===== src/rtl/vga_pkg.sv =====
// Shared VGA fill constants: screen geometry, colour width and test-pattern modes.
package vga_pkg;

    localparam int unsigned SCREEN_W      = 320;
    localparam int unsigned SCREEN_H      = 240;
    localparam int unsigned SCREEN_PIXELS = SCREEN_W * SCREEN_H;
    localparam int unsigned COLOUR_W      = 3;
    localparam int unsigned ADDR_W        = 17;

    typedef enum logic [1:0] {
        PAT_SOLID   = 2'd0,
        PAT_CHECKER = 2'd1,
        PAT_VSTRIPE = 2'd2,
        PAT_HSPLIT  = 2'd3
    } pattern_e;

endpackage


===== src/rtl/fill_pixel_plotter_if.sv =====
// Address-counter input stream and VGA-adapter plot outputs of the fill plotter.
interface fill_pixel_plotter_if #(
    parameter int unsigned ADDR_W   = vga_pkg::ADDR_W,
    parameter int unsigned COLOUR_W = vga_pkg::COLOUR_W
);

    logic                counting;
    logic [ADDR_W-1:0]   result;
    logic [1:0]          mode;
    logic [COLOUR_W-1:0] fg_colour;
    logic [COLOUR_W-1:0] bg_colour;

    logic [8:0]          x;
    logic [7:0]          y;
    logic [COLOUR_W-1:0] colour;
    logic                plot;
    logic                done;
    logic                error;

    modport master (
        output counting, result, mode, fg_colour, bg_colour,
        input  x, y, colour, plot, done, error
    );

    modport slave (
        input  counting, result, mode, fg_colour, bg_colour,
        output x, y, colour, plot, done, error
    );

endinterface


===== src/rtl/fill_pixel_plotter_pattern_colour.sv =====
// Combinational test-pattern colour for one screen coordinate.
module pattern_colour #(
    parameter int unsigned SCREEN_H = vga_pkg::SCREEN_H,
    parameter int unsigned COLOUR_W = vga_pkg::COLOUR_W
) (
    input  logic [1:0]          mode,
    input  logic [8:0]          x,
    input  logic [7:0]          y,
    input  logic [COLOUR_W-1:0] fg,
    input  logic [COLOUR_W-1:0] bg,
    output logic [COLOUR_W-1:0] colour
);

    import vga_pkg::*;

    localparam logic [7:0] SPLIT_ROW = 8'(SCREEN_H / 2);

    // Only x[4:3] select the checker/stripe phase.
    logic unused_x;
    assign unused_x = ^{x[8:5], x[2:0]};

    always_comb begin
        colour = fg;
        unique case (pattern_e'(mode))
            PAT_SOLID:   colour = fg;
            PAT_CHECKER: colour = (x[3] ^ y[3]) ? fg : bg;
            PAT_VSTRIPE: colour = x[4] ? fg : bg;
            PAT_HSPLIT:  colour = (y < SPLIT_ROW) ? fg : bg;
        endcase
    end

endmodule


===== src/rtl/fill_pixel_plotter.sv =====
// Tracks (x,y) from the linear fill address stream, colours it and drives the VGA plot strobe.
module fill_pixel_plotter #(
    parameter int unsigned SCREEN_W = vga_pkg::SCREEN_W,
    parameter int unsigned SCREEN_H = vga_pkg::SCREEN_H,
    parameter int unsigned ADDR_W   = vga_pkg::ADDR_W,
    parameter int unsigned COLOUR_W = vga_pkg::COLOUR_W
) (
    input logic                 clk,
    input logic                 reset,
    fill_pixel_plotter_if.slave bus
);

    import vga_pkg::*;

    localparam logic [8:0]        X_LAST     = 9'(SCREEN_W - 1);
    localparam logic [ADDR_W-1:0] ADDR_LIMIT = ADDR_W'(SCREEN_W * SCREEN_H);
    localparam logic [ADDR_W-1:0] ADDR_ONE   = ADDR_W'(1);

    logic                prev_counting_q;
    logic [ADDR_W-1:0]   last_addr_q;
    logic [8:0]          trk_x_q, trk_x_d;
    logic [7:0]          trk_y_q, trk_y_d;
    logic                error_q, error_d;

    logic [1:0]          mode_q;
    logic [COLOUR_W-1:0] fg_q, bg_q;

    logic                s1_valid_q, s1_valid_d;
    logic [8:0]          s1_x_q;
    logic [7:0]          s1_y_q;

    logic                end_d1_q;
    logic                done_q;
    logic                plot_q;
    logic [8:0]          x_q;
    logic [7:0]          y_q;
    logic [COLOUR_W-1:0] colour_q;
    logic [COLOUR_W-1:0] pat_colour;

    logic run_start, run_end, accept, seq_ok, in_range;

    assign run_start = bus.counting & ~prev_counting_q;
    assign run_end   = ~bus.counting & prev_counting_q;
    // A held address (e.g. the counter parking on 0) is not a new pixel.
    assign accept    = bus.counting & (run_start | (bus.result != last_addr_q));
    assign seq_ok    = run_start ? (bus.result == '0)
                                 : (bus.result == last_addr_q + ADDR_ONE);
    assign in_range  = bus.result < ADDR_LIMIT;

    always_comb begin
        trk_x_d    = trk_x_q;
        trk_y_d    = trk_y_q;
        error_d    = run_start ? 1'b0 : error_q;
        s1_valid_d = 1'b0;
        if (accept) begin
            if (run_start) begin
                trk_x_d = '0;
                trk_y_d = '0;
            end else if (trk_x_q == X_LAST) begin
                trk_x_d = '0;
                trk_y_d = trk_y_q + 8'd1;
            end else begin
                trk_x_d = trk_x_q + 9'd1;
            end
            if (!seq_ok || !in_range) begin
                error_d = 1'b1;
            end
            // Once the stream has gone wrong, nothing more is plotted this run.
            s1_valid_d = ~error_d;
        end
    end

    always_ff @(posedge clk or posedge reset) begin
        if (reset) begin
            prev_counting_q <= 1'b0;
            last_addr_q     <= '0;
            trk_x_q         <= '0;
            trk_y_q         <= '0;
            error_q         <= 1'b0;
            mode_q          <= '0;
            fg_q            <= '0;
            bg_q            <= '0;
            s1_valid_q      <= 1'b0;
            s1_x_q          <= '0;
            s1_y_q          <= '0;
        end else begin
            prev_counting_q <= bus.counting;
            if (accept) begin
                last_addr_q <= bus.result;
            end
            trk_x_q    <= trk_x_d;
            trk_y_q    <= trk_y_d;
            error_q    <= error_d;
            if (run_start) begin
                mode_q <= bus.mode;
                fg_q   <= bus.fg_colour;
                bg_q   <= bus.bg_colour;
            end
            s1_valid_q <= s1_valid_d;
            s1_x_q     <= trk_x_d;
            s1_y_q     <= trk_y_d;
        end
    end

    pattern_colour #(
        .SCREEN_H (SCREEN_H),
        .COLOUR_W (COLOUR_W)
    ) u_pattern_colour (
        .mode   (mode_q),
        .x      (s1_x_q),
        .y      (s1_y_q),
        .fg     (fg_q),
        .bg     (bg_q),
        .colour (pat_colour)
    );

    always_ff @(posedge clk or posedge reset) begin
        if (reset) begin
            plot_q   <= 1'b0;
            x_q      <= '0;
            y_q      <= '0;
            colour_q <= '0;
            end_d1_q <= 1'b0;
            done_q   <= 1'b0;
        end else begin
            plot_q <= s1_valid_q;
            if (s1_valid_q) begin
                x_q      <= s1_x_q;
                y_q      <= s1_y_q;
                colour_q <= pat_colour;
            end
            // Two-cycle delay lets the last pixel leave the pipeline before done.
            end_d1_q <= run_end;
            done_q   <= end_d1_q;
        end
    end

    assign bus.x      = x_q;
    assign bus.y      = y_q;
    assign bus.colour = colour_q;
    assign bus.plot   = plot_q;
    assign bus.done   = done_q;
    assign bus.error  = error_q;

endmodule


===== src/flat_wrapper.sv =====
// flat-port wrapper written by rule: the top's interface ports become plain ports
module fill_pixel_plotter_flat import vga_pkg::*;
#(
    parameter int unsigned SCREEN_W = vga_pkg::SCREEN_W,
    parameter int unsigned SCREEN_H = vga_pkg::SCREEN_H,
    parameter int unsigned ADDR_W   = vga_pkg::ADDR_W,
    parameter int unsigned COLOUR_W = vga_pkg::COLOUR_W
)
  (clk, reset, bus_counting, bus_result, bus_mode, bus_fg_colour, bus_bg_colour, bus_x, bus_y, bus_colour, bus_plot, bus_done, bus_error);
  fill_pixel_plotter_if #(.ADDR_W(ADDR_W), .COLOUR_W(COLOUR_W)) bus_i ();
  input logic clk;
  input logic reset;
  input wire logic [$bits(bus_i.counting)-1:0] bus_counting;
  input wire logic [$bits(bus_i.result)-1:0] bus_result;
  input wire logic [$bits(bus_i.mode)-1:0] bus_mode;
  input wire logic [$bits(bus_i.fg_colour)-1:0] bus_fg_colour;
  input wire logic [$bits(bus_i.bg_colour)-1:0] bus_bg_colour;
  output wire logic [$bits(bus_i.x)-1:0] bus_x;
  output wire logic [$bits(bus_i.y)-1:0] bus_y;
  output wire logic [$bits(bus_i.colour)-1:0] bus_colour;
  output wire logic [$bits(bus_i.plot)-1:0] bus_plot;
  output wire logic [$bits(bus_i.done)-1:0] bus_done;
  output wire logic [$bits(bus_i.error)-1:0] bus_error;
  assign bus_i.counting = bus_counting;
  assign bus_i.result = bus_result;
  assign bus_i.mode = bus_mode;
  assign bus_i.fg_colour = bus_fg_colour;
  assign bus_i.bg_colour = bus_bg_colour;
  assign bus_x = bus_i.x;
  assign bus_y = bus_i.y;
  assign bus_colour = bus_i.colour;
  assign bus_plot = bus_i.plot;
  assign bus_done = bus_i.done;
  assign bus_error = bus_i.error;
  fill_pixel_plotter #(.SCREEN_W(SCREEN_W), .SCREEN_H(SCREEN_H), .ADDR_W(ADDR_W), .COLOUR_W(COLOUR_W)) u_core (.clk(clk), .reset(reset), .bus(bus_i));
endmodule

===== config.mk =====
export PLATFORM = sky130hd
export DESIGN_NAME = fill_pixel_plotter_flat
export DESIGN_NICKNAME = d
export VERILOG_FILES = /design/src/rtl/vga_pkg.sv /design/src/rtl/fill_pixel_plotter_if.sv /design/src/rtl/fill_pixel_plotter_pattern_colour.sv /design/src/rtl/fill_pixel_plotter.sv /design/src/flat_wrapper.sv
export SDC_FILE = /design/constraint.sdc
export NUM_CORES = 1
export LEC_CHECK = 0
export ABC_AREA = 1
export ABC_CLOCK_PERIOD_IN_PS = 2730
export CORE_ASPECT_RATIO = 1.1
export CORE_MARGIN = 1.5
export CORE_UTILIZATION = 56
export CTS_CLUSTER_SIZE = 24
export DETAILED_ROUTE_END_ITERATION = 7
export HOLD_SLACK_MARGIN = 0.03
export PLACE_DENSITY_LB_ADDON = 0.12
export SLEW_MARGIN = 20
export SYNTH_ARGS = -nofsm -noshare
export SYNTH_HDL_FRONTEND = slang
export SYNTH_SLANG_ARGS = --single-unit

===== constraint.sdc =====
create_clock -name clk -period 2.73 [get_ports clk]
set_input_delay 0.546 -clock clk [delete_from_list [all_inputs] [get_ports clk]]
set_output_delay 0.546 -clock clk [all_outputs]
set_load 0.05 [all_outputs]

* Word level (Yosys, flattened, before mapping)
Index checks and enable logic that the tools add are counted. Widths: inputs -> output; s select.
Storage, ports and cells: output and inout port bits 23, bits of input ports 28, bits in registers 68, logic and storage cells 55
Cells by class: $add $sub $neg 3, bitwise logic cells 8, order comparisons 2, reductions and logical operators 7, mux-type cells 14, equality and inequality tests 6
Operators with widths (count):
- $mux 9 | 2
- $add 17x1->17 const B | 1
- $eq 17x17->1 | 1
- $logic_not 17->1 | 1
- $lt 17x17->1 const B | 1
- $ne 17x17->1 | 1
- $mux 8 | 2
- $pmux 3 s4 | 1
- $add 9x1->9 const B | 1
- $eq 9x9->1 const B | 1
- $mux 3 | 3
- $add 8x1->8 const B | 1
- $lt 8x7->1 const B | 1
- $mux 1 | 6
- $eq 2x2->1 const B | 2
- $and 1x1->1 | 3
- $not 1->1 | 3
- $eq 2x1->1 const B | 1
- $logic_not 1->1 | 2
- $logic_not 2->1 | 1
- $reduce_and 2->1 | 1
- $reduce_bool 2->1 | 1
- $logic_or 1x1->1 | 1
- $or 1x1->1 | 1
- $xor 1x1->1 | 1

* Longest topological paths before layout
depth in word-level cells 9, depth in mapped cells 14, depth with buffers taken out 14

* Hierarchy
Synthesis repeated with hierarchy kept, for this count alone.
Unflattened totals: cells, all modules 537, area total of the unflattened synthesis 3933.8 sq um
By module, submodules not included:
- fill_pixel_plotter | cells each 492, times used 1, area each 3739.8 sq um, sequential area each 1701.6 sq um
- pattern_colour | cells each 45, times used 1, area each 193.9 sq um, sequential area each 0.0 sq um

* Worst setup path before layout
OpenSTA, ideal clock, no wires.
kind input-to-reg, from in bus_result[4], to reg u_core.trk_x_q[8], setup time 0.121 ns, arrival time 1.610 ns, slack 0.999 ns, stages 9, buffers on the path 1, required time 2.609 ns, path through xnor2_1 > nand2_1 > nor3b_1 > nand3b_4 > nand2_4 > inv_2 > buf_6 > nand2_1 > o21ai_2
Between the ends: word-level cells in the longest chain between the ends 3
RTL lines:
- start, declared | RTL line flat_wrapper.sv:14 | input wire logic [$bits(bus_i.result)-1:0] bus_result;
- $ne 17x17->1 | RTL line fill_pixel_plotter.sv:45 | assign accept = bus.counting & (run_start | (bus.result != last_addr_q));
- $or 1x1->1 | RTL line fill_pixel_plotter.sv:45
- $and 1x1->1 | RTL line fill_pixel_plotter.sv:45
- end signal, assigned | RTL line fill_pixel_plotter.sv:91 | trk_x_q <= trk_x_d;
- end, declared | RTL line fill_pixel_plotter.sv:21 | logic [8:0] trk_x_q, trk_x_d;
Every way passes these cells. A chain may end at the register's enable or synchronous reset.

* Worst setup path after layout
from in bus_result[4], to reg u_core.last_addr_q[16]
Between the ends: word-level cells in the longest chain between the ends 3
RTL lines:
- $ne 17x17->1 | RTL line fill_pixel_plotter.sv:45
- $or 1x1->1 | RTL line fill_pixel_plotter.sv:45
- $and 1x1->1 | RTL line fill_pixel_plotter.sv:45
- end signal, assigned | RTL line fill_pixel_plotter.sv:89 | last_addr_q <= bus.result;
- end, declared | RTL line fill_pixel_plotter.sv:20 | logic [ADDR_W-1:0] last_addr_q;
Every way passes these cells.

==> results.cfg <==
[clocking]
cts.sinks = 68
cts_setup_buffers = 0
cts-root-buf = clkbuf_8
cts_tree = yes
holdBufCountCts = 0
clk_path_buf_depth = 2
clkTransAtPathRegs_ns = 0.07
postCtsResizedCells = 0
cts_buffers = 9
clkLatencyLatePin_ns = 0.33
h-tree-depth = 3

[cells_and_area]
areaGrowthSynthToFinish_pct = 19.1
layout-drive-gt1-share = 0.117
final_cells = 644
diodes = 0
final_net_count = 589
fin_area_um2 = 4630

[global_route]
grt_pass1_vias = 3266
grt_overflow = 0
antenna_found_initial = 0
grt_max_degree = 69
grt_pass1_wl_mm = 15.1
gr-usage-all-layers = 0.261

[sta]
setup_viol = 0
max_freq_mhz = 447
clock_skew_ns = 0.00564
tns_ns = 0
hold_viol = 0
worst_pin_slew_ns = 0.668
finalMaxSlewViolations = 0
maxSlewHeadroom = 0.554
fin_ws_ns = 0.491
fin_crit_ns = 2.24
rsz0062_at_grt = false
period_share = 0.820

[outcome]
status = completed

[floorplan]
rows = 31
dieArea_um2 = 7450
ioPinCount = 51
die_y_um = 90.4
start_util = 0.586
core_um2 = 6630
die_w_um = 82.4

[power_and_ir_drop]
power_density_nw_per_um2 = 658
leakage_nw = 2.23
max-vdd-ir-drop_mv = 0.536

[setup_path]
cpLargestDelayFamily = simple AND/OR/NAND/NOR gates
worst-path-buf-inv = 2
cp_slowest_cell = clkdlybuf4s50_1
crit_top_cell = nand2_1
critical-path-max-stage-delay_ns = 0.50
path_max_fanout = 22
startpoint_type = input port
end_kind = register
crit_type = in2reg
crit_arrival_ns = 2.51
path_cells = clkdlybuf4s50_1 > xnor2_1 > nand2_1 > nor3b_1 > nand3b_4 > nand2_4 > buf_4 > nand2_1 > nand2_1
crit_required_ns = 3.00

[placed_design]
gp_congestion = 0.896
hpwl_mm = 6.43
dpl_cell_area_um2 = 4460
numPlacedInstances = 629
io_buffers = 50
pre_cts_slack_ns = 0.162

[min_path]
min_path_type = reg2reg

[route]
wire_per_inst_um = 13.8
vias = 3387
antenna_left = 0
routed_wl_mm = 8.87
drc = 0
first_pass_iters = 4
drt_iter0_drc = 165
viasPerCell = 5.26

[synth]
yosys_warnings = 0
ys_ff_latch = 68
synth_area_um2 = 3890
synthDistinctLibCells = 36
syn_nets = 536
synth_seq_area_share = 0.438
avgSynthCellArea_um2 = 7.70
synth_cells = 505

[run]
drv_cap = 0
## worst reg2reg max path, cell delays in order, from the launching register on
cell and delay [ns]:
dfrtp_1 0.45, ha_1 0.22, nand3_1 0.14, inv_1 0.14
nand2_1 0.14, nor2_1 0.21, nand2_1 0.07, nand2_1 0.08
nand2_1 0.05, nor2_1 0.12, nand3_1 0.09, nand2_1 0.08
nand2_2 0.06, nand2_1 0.06, nand2_1 0.06
## area by class of cell
cell class,instances,area (µm²)
fill,533,2000
multi-input combinational,366,1890
sequential,68,1700
timing repair buffer,56,558
inverter,57,214
clock buffer,13,159
tap,82,103
clock inverter,2,10.0
## per-stage QoR
stage / util / hold slack (ns) / total power, mW
floorplan: - / 0.331 / 1.98
global placement: 0.673 / 0.337 / 2.30
detailed placement: 0.673 / 0.350 / 2.32
CTS: 0.698 / 0.363 / 3.06
global route: 0.698 / 0.367 / 3.22
finish: 0.698 / 0.359 / 3.05
## where the power goes
group | total [mW] | leakage [nW] | internal (mW) | switching, mW
clock | 0.744 | 0.0893 | 0.373 | 0.371
combinational | 0.998 | 1.28 | 0.360 | 0.639
sequential | 1.30 | 0.860 | 1.17 | 0.137
## worst paths after layout
check,from,to,slack [ns],cells after the start
worst max-delay path,bus_result[4],u_core.last_addr_q[16],0.49,9
worst min-delay path,u_core.end_d1_q,u_core.bus.done,0.36,0
worst max register to register,u_core.last_addr_q[1],u_core.bus.error,0.66,14
worst min register to register,u_core.end_d1_q,u_core.bus.done,0.36,0
max in group asynchronous,reset,u_core.last_addr_q[6],1.83,3
min in group asynchronous,reset,u_core.last_addr_q[2],0.59,3
## registers in the layout (all words and copies together), names as in the netlist
signal,cells
u_core.bus.plot,1
u_core.bus.x,9
u_core.end_d1_q,1
u_core.mode_q,2
u_core.bus.colour,3
u_core.bus.error,1
u_core.bus.y,8
u_core.fg_q,3
u_core.trk_x_q,9
u_core.trk_y_q,8
u_core.last_addr_q,17
u_core.bus.done,1
u_core.bg_q,3
u_core.prev_counting_q,1
u_core.s1_valid_q,1
## routing by layer
metal	vias up	part of all wire	global-route usage
li1	1720	-	-
met1	1582	0.45	0.350
met2	70	0.49	0.423
met3	15	0.048	0.0495
met4	0	0.020	0.0791
met5	-	0	0
## layout by cell type, fill, tap and decap left out, types with 7 or more instances in the layout
cell type / count
nor3_1: 8
nor2_1: 43
clkdlybuf4s50_1: 50
xor2_1: 11
o21ai_2: 14
o21ai_0: 14
o21ai_1: 12
clkbuf_8: 11
nand4_1: 8
dfrtp_1: 68
nand2_1: 164
nand2_2: 7
a21oi_1: 16
inv_1: 51
nand3_1: 25
## cell families (layout without fill, tap and decap cells)
kind of cell               after synthesis  after routing  synth area share
DFF                                     68             68             0.438
muxes                                    6              6            0.0174
adders and majority gates                3              3           0.00966
AOI/OAI and AO/OA                       62             62            0.0975
and+or+nand+nor                        279            279             0.324
xor gates and xnor gates                16             16            0.0360
buffers and inverters                   71            128            0.0772
## cells in the mapped netlist (all sizes together)
cell | number | area share
o21ai | 40 | 0.065
ha | 3 | 0.0097
or2 | 4 | 0.0064
nand3b | 5 | 0.013
clkbuf | 6 | 0.0058
mux2 | 6 | 0.017
xor2 | 11 | 0.025
nor3b | 1 | 0.0019
nand4 | 8 | 0.013
buf | 8 | 0.016
o211ai | 3 | 0.0058
xnor2 | 5 | 0.011
dfrtp | 68 | 0.44
inv | 57 | 0.055
nand2 | 172 | 0.17
a41oi | 1 | 0.0023
and2 | 1 | 0.0016
a21oi | 16 | 0.021
nor2 | 47 | 0.049
nand3 | 26 | 0.037
nor3 | 9 | 0.013
o21bai | 2 | 0.0039
nor4 | 6 | 0.017
Note: power is estimated with default switching activity, not from simulation.
